$ cat src/rtl/mem_wb_pkg.sv
// rtl/mem_wb_pkg.sv - shared widths, funct3 codes, FSM states and lane helpers for mem_wb
package mem_wb_pkg;

    localparam int REG_BUS      = 32;
    localparam int REG_ADDR_BUS = 5;

    // RV32I load/store width codes
    localparam logic [2:0] LB_F3  = 3'b000;
    localparam logic [2:0] LH_F3  = 3'b001;
    localparam logic [2:0] LW_F3  = 3'b010;
    localparam logic [2:0] LBU_F3 = 3'b100;
    localparam logic [2:0] LHU_F3 = 3'b101;
    localparam logic [2:0] SB_F3  = 3'b000;
    localparam logic [2:0] SH_F3  = 3'b001;
    localparam logic [2:0] SW_F3  = 3'b010;

    typedef enum logic [1:0] {
        ST_IDLE = 2'd0,
        ST_REQ  = 2'd1,
        ST_RESP = 2'd2
    } state_t;

    // True when funct3 names a defined width for the given direction.
    function automatic logic width_legal(input logic is_load, input logic [2:0] f3);
        if (is_load)
            return (f3 == LB_F3) || (f3 == LH_F3) || (f3 == LW_F3) ||
                   (f3 == LBU_F3) || (f3 == LHU_F3);
        else
            return (f3 == SB_F3) || (f3 == SH_F3) || (f3 == SW_F3);
    endfunction

    // funct3[1:0] encodes the size for both signed and unsigned loads.
    function automatic logic misaligned(input logic [2:0] f3, input logic [1:0] lo);
        return ((f3[1:0] == 2'b01) && lo[0]) || ((f3[1:0] == 2'b10) && (lo != 2'b00));
    endfunction

    function automatic logic [3:0] lane_be(input logic [2:0] f3, input logic [1:0] lo);
        case (f3[1:0])
            2'b00:   return 4'b0001 << lo;
            2'b01:   return 4'b0011 << lo;
            default: return 4'b1111;
        endcase
    endfunction

    // Replicating the store value puts it on every lane; the strobes pick the live one.
    function automatic logic [REG_BUS-1:0] store_lanes(input logic [2:0] f3,
                                                       input logic [REG_BUS-1:0] sd);
        case (f3[1:0])
            2'b00:   return {4{sd[7:0]}};
            2'b01:   return {2{sd[15:0]}};
            default: return sd;
        endcase
    endfunction

endpackage

$ cat src/rtl/mem_wb_if.sv
// rtl/mem_wb_if.sv - data-memory request/response port
interface mem_wb_if;
    import mem_wb_pkg::*;

    logic                req;
    logic                gnt;
    logic [REG_BUS-1:0]  addr;
    logic                we;
    logic [3:0]          be;
    logic [REG_BUS-1:0]  wdata;
    logic                rvalid;
    logic [REG_BUS-1:0]  rdata;

    modport master (
        output req, addr, we, be, wdata,
        input  gnt, rvalid, rdata
    );

    modport slave (
        input  req, addr, we, be, wdata,
        output gnt, rvalid, rdata
    );

endinterface

$ cat src/rtl/mem_wb_load_align.sv
// rtl/mem_wb_load_align.sv - selects and extends the loaded byte/halfword
module load_align
    import mem_wb_pkg::*;
(
    input  logic [REG_BUS-1:0] rdata,
    input  logic [1:0]         addr_lo,
    input  logic [2:0]         funct3,
    output logic [REG_BUS-1:0] result
);

    logic [7:0]  byte_val;
    logic [15:0] half_val;

    // Lane selection followed by sign or zero extension.
    always_comb begin
        byte_val = rdata[7:0];
        case (addr_lo)
            2'd0: byte_val = rdata[7:0];
            2'd1: byte_val = rdata[15:8];
            2'd2: byte_val = rdata[23:16];
            2'd3: byte_val = rdata[31:24];
            default: byte_val = rdata[7:0];
        endcase
        half_val = addr_lo[1] ? rdata[31:16] : rdata[15:0];
        case (funct3)
            LB_F3:   result = {{24{byte_val[7]}}, byte_val};
            LBU_F3:  result = {24'd0, byte_val};
            LH_F3:   result = {{16{half_val[15]}}, half_val};
            LHU_F3:  result = {16'd0, half_val};
            default: result = rdata;
        endcase
    end

endmodule

$ cat src/rtl/mem_wb.sv
// rtl/mem_wb.sv - memory-access and writeback pipeline stage
module mem_wb
    import mem_wb_pkg::*;
(
    input  logic                    clk,
    input  logic                    rst,
    input  logic                    ex_valid,
    output logic                    ex_ready,
    input  logic                    ex_wd,
    input  logic [REG_ADDR_BUS-1:0] ex_waddr,
    input  logic [REG_BUS-1:0]      ex_wdata,
    input  logic                    ex_mem_re,
    input  logic                    ex_mem_we,
    input  logic [2:0]              ex_funct3,
    input  logic [REG_BUS-1:0]      ex_mem_addr,
    input  logic [REG_BUS-1:0]      ex_store_data,
    mem_wb_if.master                mem,
    input  logic                    flush,
    output logic                    wb_we,
    output logic [REG_ADDR_BUS-1:0] wb_waddr,
    output logic [REG_BUS-1:0]      wb_wdata,
    output logic                    stall_req,
    output logic                    mem_exc
);

    state_t state, state_next;

    logic                    lat_load;
    logic                    lat_wd;
    logic [REG_ADDR_BUS-1:0] lat_waddr;
    logic [2:0]              lat_f3;
    logic [REG_BUS-1:0]      lat_addr;
    logic [3:0]              lat_be;
    logic [REG_BUS-1:0]      lat_wdata;
    logic                    lat_flushed;

    logic                    is_mem;
    logic                    access_ok;
    logic                    in_req;
    logic [REG_BUS-1:0]      load_result;

    assign is_mem    = ex_mem_re || ex_mem_we;
    assign access_ok = width_legal(ex_mem_re, ex_funct3) &&
                       !misaligned(ex_funct3, ex_mem_addr[1:0]);

    load_align u_load_align (
        .rdata   (mem.rdata),
        .addr_lo (lat_addr[1:0]),
        .funct3  (lat_f3),
        .result  (load_result)
    );

    // State register; reset abandons any outstanding response.
    always_ff @(posedge clk or negedge rst) begin
        if (!rst)
            state <= ST_IDLE;
        else
            state <= state_next;
    end

    // Next-state and handshake outputs.
    always_comb begin
        state_next = state;
        ex_ready   = 1'b0;
        stall_req  = 1'b1;
        in_req     = 1'b0;
        case (state)
            ST_IDLE: begin
                ex_ready  = 1'b1;
                stall_req = 1'b0;
                if (ex_valid && !flush && is_mem && access_ok)
                    state_next = ST_REQ;
            end
            ST_REQ: begin
                in_req = 1'b1;
                if (mem.gnt)
                    state_next = lat_load ? ST_RESP : ST_IDLE;
                else if (flush)
                    state_next = ST_IDLE;
            end
            ST_RESP: begin
                if (mem.rvalid)
                    state_next = ST_IDLE;
            end
            default: state_next = ST_IDLE;
        endcase
    end

    // Request fields come from the latched operation and read as zero outside REQ.
    assign mem.req   = in_req;
    assign mem.addr  = in_req ? {lat_addr[31:2], 2'b00} : '0;
    assign mem.we    = in_req && !lat_load;
    assign mem.be    = in_req ? lat_be : 4'b0000;
    assign mem.wdata = in_req ? lat_wdata : '0;

    // Operation latch, registered writeback pulse and exception pulse.
    always_ff @(posedge clk or negedge rst) begin
        if (!rst) begin
            lat_load    <= 1'b0;
            lat_wd      <= 1'b0;
            lat_waddr   <= '0;
            lat_f3      <= 3'b000;
            lat_addr    <= '0;
            lat_be      <= 4'b0000;
            lat_wdata   <= '0;
            lat_flushed <= 1'b0;
            wb_we       <= 1'b0;
            wb_waddr    <= '0;
            wb_wdata    <= '0;
            mem_exc     <= 1'b0;
        end else begin
            wb_we   <= 1'b0;
            mem_exc <= 1'b0;
            case (state)
                ST_IDLE: begin
                    if (ex_valid && !flush) begin
                        if (!is_mem) begin
                            wb_we    <= ex_wd && (ex_waddr != '0);
                            wb_waddr <= ex_waddr;
                            wb_wdata <= ex_wdata;
                        end else if (!access_ok) begin
                            mem_exc <= 1'b1;
                        end else begin
                            lat_load    <= ex_mem_re;
                            lat_wd      <= ex_wd && (ex_waddr != '0);
                            lat_waddr   <= ex_waddr;
                            lat_f3      <= ex_funct3;
                            lat_addr    <= ex_mem_addr;
                            lat_be      <= lane_be(ex_funct3, ex_mem_addr[1:0]);
                            lat_wdata   <= store_lanes(ex_funct3, ex_store_data);
                            lat_flushed <= 1'b0;
                        end
                    end
                end
                ST_REQ: begin
                    // A flush coinciding with the grant still owes us a response.
                    if (mem.gnt)
                        lat_flushed <= flush;
                end
                ST_RESP: begin
                    if (flush)
                        lat_flushed <= 1'b1;
                    if (mem.rvalid) begin
                        wb_we    <= lat_wd && !lat_flushed && !flush;
                        wb_waddr <= lat_waddr;
                        wb_wdata <= load_result;
                    end
                end
                default: ;
            endcase
        end
    end

endmodule

$ cat src/flat_wrapper.sv
// flat-port wrapper written by rule: the top's interface ports become plain ports
module mem_wb_flat import mem_wb_pkg::*;
  (clk, rst, ex_valid, ex_ready, ex_wd, ex_waddr, ex_wdata, ex_mem_re, ex_mem_we, ex_funct3, ex_mem_addr, ex_store_data, flush, wb_we, wb_waddr, wb_wdata, stall_req, mem_exc, mem_req, mem_addr, mem_we, mem_be, mem_wdata, mem_gnt, mem_rvalid, mem_rdata);
  mem_wb_if mem_i ();
  input  logic clk;
  input  logic rst;
  input  logic ex_valid;
  output logic ex_ready;
  input  logic ex_wd;
  input  logic [REG_ADDR_BUS-1:0] ex_waddr;
  input  logic [REG_BUS-1:0] ex_wdata;
  input  logic ex_mem_re;
  input  logic ex_mem_we;
  input  logic [2:0] ex_funct3;
  input  logic [REG_BUS-1:0] ex_mem_addr;
  input  logic [REG_BUS-1:0] ex_store_data;
  input  logic flush;
  output logic wb_we;
  output logic [REG_ADDR_BUS-1:0] wb_waddr;
  output logic [REG_BUS-1:0] wb_wdata;
  output logic stall_req;
  output logic mem_exc;
  output wire logic [$bits(mem_i.req)-1:0] mem_req;
  output wire logic [$bits(mem_i.addr)-1:0] mem_addr;
  output wire logic [$bits(mem_i.we)-1:0] mem_we;
  output wire logic [$bits(mem_i.be)-1:0] mem_be;
  output wire logic [$bits(mem_i.wdata)-1:0] mem_wdata;
  input wire logic [$bits(mem_i.gnt)-1:0] mem_gnt;
  input wire logic [$bits(mem_i.rvalid)-1:0] mem_rvalid;
  input wire logic [$bits(mem_i.rdata)-1:0] mem_rdata;
  assign mem_req = mem_i.req;
  assign mem_addr = mem_i.addr;
  assign mem_we = mem_i.we;
  assign mem_be = mem_i.be;
  assign mem_wdata = mem_i.wdata;
  assign mem_i.gnt = mem_gnt;
  assign mem_i.rvalid = mem_rvalid;
  assign mem_i.rdata = mem_rdata;
  mem_wb u_core (.clk(clk), .rst(rst), .ex_valid(ex_valid), .ex_ready(ex_ready), .ex_wd(ex_wd), .ex_waddr(ex_waddr), .ex_wdata(ex_wdata), .ex_mem_re(ex_mem_re), .ex_mem_we(ex_mem_we), .ex_funct3(ex_funct3), .ex_mem_addr(ex_mem_addr), .ex_store_data(ex_store_data), .mem(mem_i), .flush(flush), .wb_we(wb_we), .wb_waddr(wb_waddr), .wb_wdata(wb_wdata), .stall_req(stall_req), .mem_exc(mem_exc));
endmodule
$ cat config.mk
export PLATFORM = sky130hd
export DESIGN_NAME = mem_wb_flat
export DESIGN_NICKNAME = d
export VERILOG_FILES = /design/src/rtl/mem_wb_pkg.sv /design/src/rtl/mem_wb_if.sv /design/src/rtl/mem_wb_load_align.sv /design/src/rtl/mem_wb.sv /design/src/flat_wrapper.sv
export SDC_FILE = /design/constraint.sdc
export NUM_CORES = 1
export LEC_CHECK = 0
export ABC_AREA = 0
export CORE_ASPECT_RATIO = 1.2
export CORE_MARGIN = 2
export CORE_UTILIZATION = 49
export CTS_BUF_LIST = sky130_fd_sc_hd__clkbuf_2
export DETAILED_ROUTE_END_ITERATION = 7
export PLACE_DENSITY = 0.9
export SLEW_MARGIN = 0
export SYNTH_ARGS = -nofsm -noshare
export SYNTH_HDL_FRONTEND = slang
export SYNTH_HIERARCHICAL = 1
export SYNTH_SLANG_ARGS = --single-unit
$ cat constraint.sdc
create_clock -name clk -period 4.3 [get_ports clk]
set_input_delay 1.29 -clock clk [delete_from_list [all_inputs] [get_ports clk]]
set_output_delay 1.29 -clock clk [all_outputs]
set_load 0.02 [all_outputs]
; Word level (Yosys, flattened, before mapping)
; Cells that the tools add are included.
[totals]
in_bits = 145
ff_bits = 120
word_cells = 111
[op_classes]
eq_ne = 23
shifts = 2
mux = 40
reduce_logical = 33
[op_table]
columns = operator, count
row1 = 32-bit two-way mux, 5
row2 = 32-bit case mux with 2 select lines, 2
row3 = 32-bit case mux with 4 select lines, 1
row4 = 8-bit case mux with 4 select lines, 1
row5 = 1-bit two-way mux, 16
row6 = 16-bit two-way mux, 1
row7 = 5-bit two-way mux, 3
row8 = "3-bit equality test, second input constant", 4
row9 = 1-bit logical AND, 10
row10 = 2-bit two-way mux, 5
row11 = 5-bit case mux with 2 select lines, 1
row12 = "2-bit equality test, second input constant", 4
row13 = "2-bit by 1-bit inequality test with 1-bit output, second input constant", 4
row14 = "2-bit inequality test, second input constant", 4
row15 = 4-bit case mux with 2 select lines, 1
row16 = 4-bit AND reduction, 2
row17 = "2-bit by 1-bit equality test with 1-bit output, second input constant", 3
row18 = "3-bit by 1-bit equality test with 1-bit output, second input constant", 2
row19 = 2-bit logical NOT, 3
row20 = 3-bit logical NOT, 2
row21 = 1-bit logical OR, 6
row22 = 2-bit case mux with 3 select lines, 1
row23 = 6-bit AND reduction, 1
row24 = 5-bit nonzero test, 1
row25 = other kinds (11), 15

; Depth between registers and ports, before layout
; Gate-level depths: netlist (run 1).
[depth]
word_depth = 11
mapped_depth = 8
ltp_nobuf = 6

; By module
; The synthesis (run 1) kept the hierarchy.
[by_module_without_submodules]
columns = mod, instances, area_each_um2, cells_each
row1 = mem_wb, 1, 5810.6, 467
row2 = load_align, 1, 668.1, 111

; Worst setup path before layout (run 1)
; OpenSTA, ideal clock, no wires.
[synth_timing]
path_kind = input-to-reg
start = in mem_rdata[31]
end = reg u_core.wb_wdata[10]
arrival_time_ns = 2.745
required_time_ns = 4.181
path_buffers = 1
slack_ns = 1.436
setup_time_ns = 0.119
stages = 6
cell_sequence = mux4_2 and3b_1 clkbuf_1 a221o_1 o32a_1 o21a_1
[synth_via]
elab_chain_len = 4
[synth_lines]
columns = item, line_no
row1 = from (decl), flat_wrapper.sv:30  ; input wire logic [$bits(mem_i.rdata)-1:0] mem_rdata;
row2 = 8-bit case mux with 4 select lines, mem_wb_load_align.sv:17  ; case (addr_lo)
row3 = 32-bit case mux with 4 select lines, mem_wb_load_align.sv:25  ; case (funct3)
row4 = named net u_core.load_result[10], mem_wb.sv:40  ; logic [REG_BUS-1:0] load_result;
row5 = 32-bit two-way mux, mem_wb.sv:143  ; if (mem.rvalid) begin
row6 = 32-bit case mux with 2 select lines, mem_wb.sv:114  ; case (state)
row7 = to (signal assigned), mem_wb.sv:120  ; wb_wdata <= ex_wdata;
row8 = to (signal assigned), mem_wb.sv:146  ; wb_wdata <= load_result;
row9 = to (decl), mem_wb.sv:21  ; output logic [REG_BUS-1:0] wb_wdata,
; The timed path passes the listed nets, and every way through them passes these cells. The select of a mux whose other input is x is not followed.
; A chain may end at the register's enable or synchronous reset.

; Worst setup path in the final report (run 1)
[layout_timing]
start = reg u_core.state[1]
end = out mem_wdata[0]
[layout_via]
elab_chain_len = 3
[layout_lines]
columns = item, line_no
row1 = from (decl), mem_wb.sv:26  ; state_t state, state_next;
row2 = from (signal assigned), mem_wb.sv:58  ; state <= state_next;
row3 = 2-bit by 1-bit equality test with 1-bit output, mem_wb.sv:67  ; case (state)
row4 = 1-bit two-way mux, mem_wb.sv:67
row5 = 32-bit two-way mux, mem_wb.sv:94  ; assign mem.wdata = in_req ? lat_wdata : '0;
row6 = to (decl), flat_wrapper.sv:27  ; output wire logic [$bits(mem_i.wdata)-1:0] mem_wdata;
; No other way between the ends.

==> results of run 1 <==
==> logic make-up (layout without fill, tap and decap cells) <==
kind of cell | after synthesis | after routing | share of synthesized area (%)
AOI/OAI and AO/OA | 149 | 149 | 18.4
other | 1 | 2 | 0.0579
adders and majority gates | 3 | 3 | 0.579
and+or+nand+nor | 145 | 145 | 12.5
DFF | 120 | 120 | 46.3
muxes | 106 | 106 | 18.4
buffers and inverters | 54 | 302 | 3.79
==> worst max-delay path: cells and delay by family (launching register included) <==
kind	cells	cell delay [ns]
adder cells (fa/ha/maj)	1	0.42
AND/OR/NAND/NOR	1	0.19
buffers and inverters	3	0.99
flip-flops	1	0.42
==> state kept, by name (all words and copies together) (netlist names) <==
signal and cells:
u_core/lat_addr 32, u_core/lat_be 4, u_core/lat_f3 3, u_core/lat_flushed 1, u_core/lat_load 1, u_core/lat_waddr 5, u_core/lat_wd 1, u_core/lat_wdata 32
u_core/mem_exc 1, u_core/state 2, u_core/wb_waddr 5, u_core/wb_wdata 32, u_core/wb_we 1
==> Yosys cell counts (all sizes together) (3+ instances only) <==
cell type / instances / area, um2
nand2b: 10 / 62.6
nand2: 45 / 169
nor2b: 5 / 31.3
ha: 3 / 37.5
mux2i: 11 / 110
inv: 6 / 22.5
mux2: 94 / 1060
o21a: 37 / 278
o21ai: 22 / 110
buf: 15 / 98.8
a22oi: 7 / 52.6
o32a: 37 / 370
nor3: 3 / 26.3
a21oi: 7 / 42.5
dfrtp: 120 / 3000
clkbuf: 32 / 120
and2: 66 / 413
nand3: 3 / 15.0
o21bai: 3 / 22.5
nor2: 6 / 22.5
a21o: 17 / 128
a221o: 8 / 80.1
or4: 3 / 26.3
==> worst paths after layout <==
path	end	depth (start not counted)	from	slack, ns
max	mem_wdata[0]	5	u_core/state[1]$_DFFE_PN0P_	0.34
min	u_core/lat_wdata[16]$_DFFE_PN0P_	1	u_core/lat_wdata[16]$_DFFE_PN0P_	0.51
max reg2reg	u_core/wb_wdata[15]$_DFFE_PN0P_	5	u_core/lat_f3[1]$_DFFE_PN0P_	1.61
min reg2reg	u_core/lat_wdata[16]$_DFFE_PN0P_	1	u_core/lat_wdata[16]$_DFFE_PN0P_	0.51
max in group asynchronous	u_core/lat_wdata[10]$_DFFE_PN0P_	2	rst	2.80
min in group asynchronous	u_core/wb_wdata[11]$_DFFE_PN0P_	1	rst	0.67
==> cell type report <==
type,count,share of cell area (%)
Multi-Input combinational cell,405,34.4
Clock buffer,18,0.958
Sequential cell,120,31.9
Timing Repair Buffer,263,28.1
Clock inverter,14,2.10
Inverter,7,0.279
Tap cell,168,2.23
==> what timing repair did <==
item	in CTS	in global routing
endpoints found under the setup margin	0	52
endpoints found under the hold margin	0	0
gates resized for setup	0	1
hold buffers	0	0
==> stage by stage <==
stage                     utilization [%]  instances  hold WS [ns]  cell area [um2]  setup slack, ns
after floorplan                         -        579         0.450             6480             1.44
after global placement               69.8        963         0.461             9120            0.684
after detailed placement             69.8        963         0.468             9120            0.620
after CTS                            72.0        995         0.509             9400           0.0408
after global routing                 72.0        995         0.538             9410            0.111
final                                72.0        995         0.507             9410            0.342
==> power by group through the flow <==
stage	Combinational, mW	Clock (mW)	Sequential, mW
2_1_floorplan	1.62	0	2.11
3_3_place_gp	2.89	0	2.03
3_5_place_dp	2.96	0	2.08
4_1_cts	2.98	0.867	2.05
5_1_grt	3.18	0.932	2.13
6_report	2.99	0.842	2.06
==> metal layers <==
metal	part of all wire, %	vias to the layer above	routed length, um	GRT usage, %
li1	-	2582	-	-
met3	11	37	2060	11.3
met1	37	2776	7130	29.5
met2	50	294	9680	47.4
met5	0	-	0	0
met4	2.3	0	454	9.50
==> key figures, run 1 <==
Final layout
  • Register area: 0.00300 mm2
  • Commonest non-fill, non-tap cells in the layout: clkdlybuf4s50_1, dfrtp_1, mux2_2
  • Share of post-route cells with drive strength above 1: 15.5%
  • Filler cell count: 901
  • Commonest non-fill, non-tap cell in the layout: clkdlybuf4s50_1
  • Area of the multi-input gates: 0.00324 mm2
  • NumNets Final: 962
  • Layout area overhead: 45.2%
  • Antenna diode count: 0

Setup path
  • CP startpoint kind: flop
  • Crit Path Class: flop to output pin
  • Worst Setup End Kind: output pin
  • Critical-path cell list: inv_1 > ha_2 > buf_12 > and2_1 > clkdlybuf4s50_1
  • Worst EP required: 3.01 ns
  • Critical path peak fanout: 52
  • Crit-path max cell delay: 0.63 ns
  • Critical Path AT: 2.67 ns
  • Critical path's slowest cell: clkdlybuf4s50_1

Clock tree
  • Worst-Skew Late Latency: 0.64 ns
  • TritonCTS Buffers: 17
  • Root buffer cell: clkbuf_2
  • H-tree level count: 4
  • Post-CTS Setup Inserts: 0
  • Clk pin slew, worst setup/hold paths: 0.17 ns
  • Clock Path Buffers: 2
  • Num Clock Sinks: 120
  • CTS tree: done

Pwr
  • P_int: 3.58 mW
  • Share of power burned in registers: 34.9%
  • Logic pwr share: 50.8%
  • Leak: 3.85 nW
  • Pwr Total: 5.89 mW
  • Pwr per Cell Area: 626 mW/mm2
  • Peak VDD IR: 397 uV
  • Clk pwr share: 14.3%
  • Switch Pwr: 2.31 mW
  • Switching Fraction: 39.2%

Yosys
  • Register bit total from synthesis: 120
  • Most used DFF post-synth: dfrtp_1
  • Area of the mapped netlist: 0.00648 mm2
  • Sequential area share after synthesis: 46.3%
  • Synth cell types: 47
  • Asr flop ratio synth: 100%
  • Syn_area_per_cell: 11.2 um2
  • Synth warn: 6
  • Mapped Cells: 578
  • EDFF count, synth: 0

Floorplanning
  • Chip width: 109 um
  • Core area: 0.0131 mm2
  • Die area: 0.0142 mm2
  • Initial Utilization: 49.6%
  • I/O pins: 256
  • Cell Rows: 46
  • Die H: 130 um

Place
  • Detailed Place HPWL: 13800 um
  • Port buffer count: 253
  • Gpl congestion: 0.945

STA
  • FMAX: 253 MHz
  • Setup TNS: 0 ns
  • Slew HR: 18.8%
  • Worst Tran Pin Value: 1.22 ns
  • Final Hold Fails: 0
  • Fin Clk Skew: 0.0395 ns
  • Final-report setup violation count: 0
  • RSZ-0062 raised after global routing: no
  • Max-slew violation count: 0
  • Crit path time final: 3.96 ns
  • Period Utilization, post-route: 92.0%

Route
  • DR vias: 5689
  • Final ANT Viol Nets: 0
  • DRT iter0 DRCs: 457
  • DR DRC count: 0
  • Vias per cell: 5.72
  • First-pass DRT Iterations: 6
  • Routed len/inst: 19.4 um
  • DRT Wirelength: 19300 um

Flow run
  • # Max-Cap Violations: 0

Min path
  • Min-delay worst type: flop to flop

GRT
  • Vias in the first global route: 5931
  • Congestion Overflow GR: 0
  • Pin count of the biggest net entering global routing: 70
  • Initial antenna violation count: 0
  • Total Routing Usage GR: 27.1%
  • First-pass GRT wire length: 29500 um

Outcome
  • Status: completed
(Power assumes the default switching activity.)
==> inputs of run 2 (changes only) <==
==> constraint.sdc (replaced) <==
create_clock -name clk -period 4.3 [get_ports clk]
set_input_delay 0.645 -clock clk [delete_from_list [all_inputs] [get_ports clk]]
set_output_delay 0.645 -clock clk [all_outputs]
set_load 0.02 [all_outputs]
==> run 2 against run 1 <==
Compared with the run above: cell area about the same; clock skew down 0.016 ns; sequential power down 2%; highest routed layer unchanged.
==> key figures, run 2 (synthesis gave the netlist of run 1 again) <==
GRT
  • Initial antenna violation count: 0
  • Met3 usage: 9.24%
  • GR peak layer: met2
  • Vias in the first global route: 5865
  • Congestion Overflow GR: 0
  • First-pass GRT wire length: 29400 um
  • Pin count of the biggest net entering global routing: 72
  • Total Routing Usage GR: 26.9%
  • Routing usage on met2: 47.7%
  • M1 GR Usage: 29.6%

Route
  • DRT Wirelength: 19200 um
  • Final ANT Viol Nets: 0
  • DRT iter0 DRCs: 476
  • DR DRC count: 0
  • Routed len/inst: 19.3 um
  • First-pass DRT Iterations: 6
  • DR vias: 5697
  • Vias per cell: 5.73

STA
  • Final worst slack: 0.712 ns
  • Slew HR: 43.6%
  • RSZ-0062 raised after global routing: no
  • Final-report setup violation count: 0
  • Final Hold Fails: 0
  • Setup TNS: 0 ns
  • Period Utilization, post-route: 83.4%
  • FMAX: 279 MHz
  • Final hold slack: 0.0573 ns
  • Fin Clk Skew: 0.0233 ns
  • Max-slew violation count: 0
  • Worst Tran Pin Value: 0.845 ns
  • Crit path time final: 3.59 ns

Setup path
  • Critical path peak fanout: 48
  • CP startpoint kind: flop
  • Crit-path max cell delay: 0.68 ns
  • Critical Path AT: 2.94 ns
  • Critical-path cell list: inv_1 > ha_1 > buf_12 > and2_1 > clkdlybuf4s50_1
  • Critical path's slowest cell: ha_1
  • Worst EP required: 3.65 ns
  • Worst Setup End Kind: output pin
  • R2r worst-path depth: 6
  • Crit Path Class: flop to output pin

Clock tree
  • TritonCTS Buffers: 17
  • H-tree level count: 4
  • CTS resizes: 0
  • CTS tree: done
  • Post-CTS Setup Inserts: 0
  • Root buffer cell: clkbuf_2
  • Worst-Skew Late Latency: 0.65 ns
  • Num Clock Sinks: 120
  • Hold-fix buffers, CTS: 0
  • Clk pin slew, worst setup/hold paths: 0.18 ns
  • Clock Path Buffers: 2

Final layout
  • Finished Layout Cells: 995
  • NumNets Final: 963
  • Commonest non-fill, non-tap cells in the layout: clkdlybuf4s50_1, dfrtp_1, mux2_2
  • Largest regs: u_core/lat_addr (32), u_core/lat_wdata (32), u_core/wb_wdata (32)
  • Commonest non-fill, non-tap cell in the layout: clkdlybuf4s50_1
  • Share of post-route cells with drive strength above 1: 15.2%
  • Antenna diode count: 0
  • Final Cell Area: 0.00940 mm2
  • Layout area overhead: 45.1%
  • Final Util: 72.0%

Pwr
  • Peak VDD IR: 391 uV
  • Pwr Total: 5.91 mW
  • Leak: 3.85 nW
  • Pwr per Cell Area: 628 mW/mm2

Min path
  • Min-delay worst type: input pin to asynchronous set/reset pin

Outcome
  • Status: completed

Place
  • Detailed Place HPWL: 13900 um
  • Cell Area, Placed: 0.00911 mm2
  • Post-Place Setup Slack: 1.17 ns
  • Gpl congestion: 0.915
  • Port buffer count: 253
  • Placed cell count: 964

Flow run
  • # Max-Cap Violations: 0

Floorplanning
  • Core area: 0.0131 mm2
  • Initial Utilization: 49.6%
  • Chip width: 109 um
  • Cell Rows: 46
  • I/O pins: 256
  • Die H: 130 um
  • Die area: 0.0142 mm2
==> run 2: cell count changes in the layout (fill, tap and decap cells not counted) <==
cell       previous run  this run
clkinv_1              1         2
ha_2                  1         0
clkinv_2              2         4
clkbuf_2             18        17
ha_1                  2         3
bufinv_16             4         5
buf_4                 8        10
clkinv_4              3         2
inv_6                 3         0
buf_12                3         2
==> run 2: worst paths after layout <==
check / startpoint / slack (ns) / to
max in group asynchronous: rst / 3.32 / u_core/lat_wdata[21]$_DFFE_PN0P_
min in group clk: u_core/lat_wdata[21]$_DFFE_PN0P_ / 0.50 / u_core/lat_wdata[21]$_DFFE_PN0P_
hold / removal: rst / 0.06 / u_core/wb_wdata[9]$_DFFE_PN0P_
setup / recovery: u_core/state[1]$_DFFE_PN0P_ / 0.71 / mem_wdata[0]
setup reg to reg: u_core/state[0]$_DFFE_PN0P_ / 1.67 / u_core/lat_wdata[31]$_DFFE_PN0P_
hold reg to reg: u_core/lat_wdata[21]$_DFFE_PN0P_ / 0.50 / u_core/lat_wdata[21]$_DFFE_PN0P_
==> run 2: worst max-delay path: cells and delay by family (launching register included) <==
family,cells,cell delay [ns]
AND/OR/NAND/NOR,1,0.15
flip-flops,1,0.42
buffers and inverters,3,1.03
adder cells (fa/ha/maj),1,0.68
==> run 2: final cells by class <==
class                           instances  area (um2)
Clock buffer                           17        85.1
Timing Repair Buffer                  264        2640
Tap cell                              168         210
Sequential cell                       120        3000
Clock inverter                         14         206
Inverter                                7        26.3
Fill cell                             928        3660
Multi-Input combinational cell        405        3230
==> run 2: where the power goes <==
group	switching (mW)	total (mW)	internal [mW]
logic	1.51	3.04	1.53
clock network	0.421	0.853	0.432
registers	0.354	2.02	1.67
==> run 2: routing by layer <==
layer	vias to the layer above	share of wire (%)
met5	-	0
met1	2752	36
met4	0	2.7
li1	2584	-
met2	313	50
met3	48	11
==> inputs of run 3 (changes only) <==
--- a/config.mk
+++ b/config.mk
@@ -8,10 +8,10 @@
 export ABC_AREA = 0
 export CORE_ASPECT_RATIO = 1.2
 export CORE_MARGIN = 2
-export CORE_UTILIZATION = 49
+export CORE_UTILIZATION = 45
 export CTS_BUF_LIST = sky130_fd_sc_hd__clkbuf_2
 export DETAILED_ROUTE_END_ITERATION = 7
-export PLACE_DENSITY = 0.9
+export PLACE_DENSITY = 0.83
 export SLEW_MARGIN = 0
 export SYNTH_ARGS = -nofsm -noshare
 export SYNTH_HDL_FRONTEND = slang
==> constraint.sdc (replaced) <==
create_clock -name clk -period 3.7 [get_ports clk]
set_input_delay 0.555 -clock clk [delete_from_list [all_inputs] [get_ports clk]]
set_output_delay 0.555 -clock clk [all_outputs]
set_load 0.02 [all_outputs]
==> run 3 against run 2 <==
Compared with the run above: non-clock buffer count rose by 3; worst hold slack got worse by 0.0095 ns; clock power rose by 18%; utilization fell by 5.8 points; register-to-register slack got worse by 0.51 ns; sequential power rose by 15%; count of clock-buffer cells in the layout rose by 2; critical path type unchanged; highest routed layer unchanged.
==> key figures, run 3 (synthesis gave the netlist of run 1 again) <==
Setup path
  • Critical path peak fanout: 40
  • Critical-path cell list: inv_1 > ha_2 > buf_4 > and2_1 > clkdlybuf4s50_1
  • Worst Setup End Kind: output pin
  • Crit-path max cell delay: 0.65 ns
  • Critical path's slowest cell: clkdlybuf4s50_1
  • Crit path buf inv count: 3
  • Delay-heaviest family, CP: buffers and inverters
  • CP startpoint kind: flop
  • Critical Path AT: 2.62 ns
  • Worst EP required: 3.14 ns
  • Crit Path Class: flop to output pin

Outcome
  • Status: completed

Route
  • DRT Wirelength: 19500 um
  • Final ANT Viol Nets: 0
  • Routed len/inst: 19.4 um
  • DRT iter0 DRCs: 368
  • DR DRC count: 0
  • Vias per cell: 5.62
  • DR vias: 5660
  • First-pass DRT Iterations: 5

Clock tree
  • H-tree level count: 4
  • CTS resizes: 0
  • Post-CTS Setup Inserts: 0
  • Num Clock Sinks: 120
  • TritonCTS Buffers: 17
  • Root buffer cell: clkbuf_2
  • Worst-Skew Late Latency: 0.64 ns
  • Clk pin slew, worst setup/hold paths: 0.19 ns
  • CTS tree: done
  • Hold-fix buffers, CTS: 0
  • Clock Path Buffers: 2

STA
  • FMAX: 315 MHz
  • Setup TNS: 0 ns
  • Fin Clk Skew: 0.0270 ns
  • Max-slew violation count: 0
  • Crit path time final: 3.17 ns
  • Slew HR: 27.1%
  • Final Hold Fails: 0
  • Final-report setup violation count: 0
  • Period Utilization, post-route: 85.8%
  • Worst Tran Pin Value: 1.09 ns
  • RSZ-0062 raised after global routing: no

Pwr
  • Peak VDD IR: 373 uV
  • Leak: 3.87 nW
  • Pwr per Cell Area: 730 mW/mm2
  • Switching Fraction: 38.7%
  • P_int: 4.22 mW
  • Switch Pwr: 2.66 mW
  • Clk pwr share: 14.7%
  • Logic pwr share: 51.3%
  • Share of power burned in registers: 34.0%

Floorplanning
  • Die H: 135 um
  • Cell Rows: 48
  • I/O pins: 256
  • Initial Utilization: 45.5%
  • Core area: 0.0142 mm2
  • Die area: 0.0154 mm2
  • Chip width: 114 um

Flow run
  • # Max-Cap Violations: 0

Final layout
  • Final Cell Area: 0.00942 mm2
  • Share of post-route cells with drive strength above 1: 15.8%
  • Filler cell count: 1137
  • Commonest non-fill, non-tap cells in the layout: clkdlybuf4s50_1, dfrtp_1, mux2_2
  • Final Util: 66.2%
  • NumNets Final: 966
  • Layout area overhead: 45.4%
  • Commonest non-fill, non-tap cell in the layout: clkdlybuf4s50_1
  • Largest regs: u_core/lat_addr (32), u_core/lat_wdata (32), u_core/wb_wdata (32)

Place
  • Detailed Place HPWL: 14300 um
  • Cell Area, Placed: 0.00912 mm2
  • Gpl congestion: 0.937
  • Port buffer count: 253

GRT
  • Total Routing Usage GR: 25.4%
  • Pin count of the biggest net entering global routing: 86
  • First-pass GRT wire length: 30300 um
  • Initial antenna violation count: 1
  • Vias in the first global route: 5884
  • Congestion Overflow GR: 0

Min path
  • Min-delay worst type: input pin to asynchronous set/reset pin
-- run 3: metal layers --
metal,wire length [um],global-route usage (%),vias up
met3,1760,8.28,37
li1,-,-,2587
met4,667,12.2,0
met1,7380,28.1,2771
met5,0,0,-
met2,9730,44.1,265
-- run 3: power by group through the flow --
stage | Clock (mW) | Sequential, mW | Combinational, mW
4_1_cts | 1.05 | 2.33 | 3.54
2_1_floorplan | 0 | 2.46 | 1.89
6_report | 1.01 | 2.33 | 3.53
3_3_place_gp | 0 | 2.32 | 3.44
5_1_grt | 1.11 | 2.43 | 3.75
3_5_place_dp | 0 | 2.37 | 3.52
-- run 3: final cells by class --
class | count | area, um2 | area share, %
diodes | 1 | 2.50 | 0.0266
clock buffers | 19 | 95.1 | 1.01
clock inverters | 13 | 203 | 2.15
inverters | 7 | 26.3 | 0.279
multi-input cells | 405 | 3240 | 34.4
flip-flops and latches | 120 | 3000 | 31.9
well taps | 175 | 219 | 2.32
repair buffers | 267 | 2640 | 28.0
-- run 3: path summary, 6_finish.rpt --
kind                                             startpoint                                to  slack, ns  cells after the start
min in group clk                            ex_mem_addr[21]   u_core/lat_addr[21]$_DFFE_PN0P_       0.50                      2
setup reg to reg                u_core/state[1]$_DFFE_PN0P_    u_core/lat_addr[8]$_DFFE_PN0P_       1.16                      6
setup / recovery                u_core/state[1]$_DFFE_PN0P_                         mem_be[1]       0.53                      5
hold / removal                                          rst    u_core/wb_wdata[2]$_DFFE_PN0P_       0.05                      1
hold reg to reg            u_core/lat_wdata[17]$_DFFE_PN0P_  u_core/lat_wdata[17]$_DFFE_PN0P_       0.51                      1
max in group asynchronous                               rst   u_core/lat_addr[24]$_DFFE_PN0P_       2.70                      2
-- run 3: stage by stage --
stage	worst slack, ns	hold slack [ns]	cells	total power, mW
after floorplan	1.40	0.259	579	4.34
after global placement	0.818	0.461	974	5.76
after detailed placement	0.748	0.469	974	5.89
after CTS	0.402	0.0200	1006	6.93
after global routing	0.261	0.0538	1007	7.29
final	0.526	0.0478	1007	6.87
-- run 3: worst register-to-register path, stage by stage, from the launching register on --
cell and delay (ns):
dfrtp_1 0.42, inv_1 0.10, ha_1 0.34, clkinv_1 0.29
nor3_4 0.26, buf_4 0.58, mux2_2 0.46
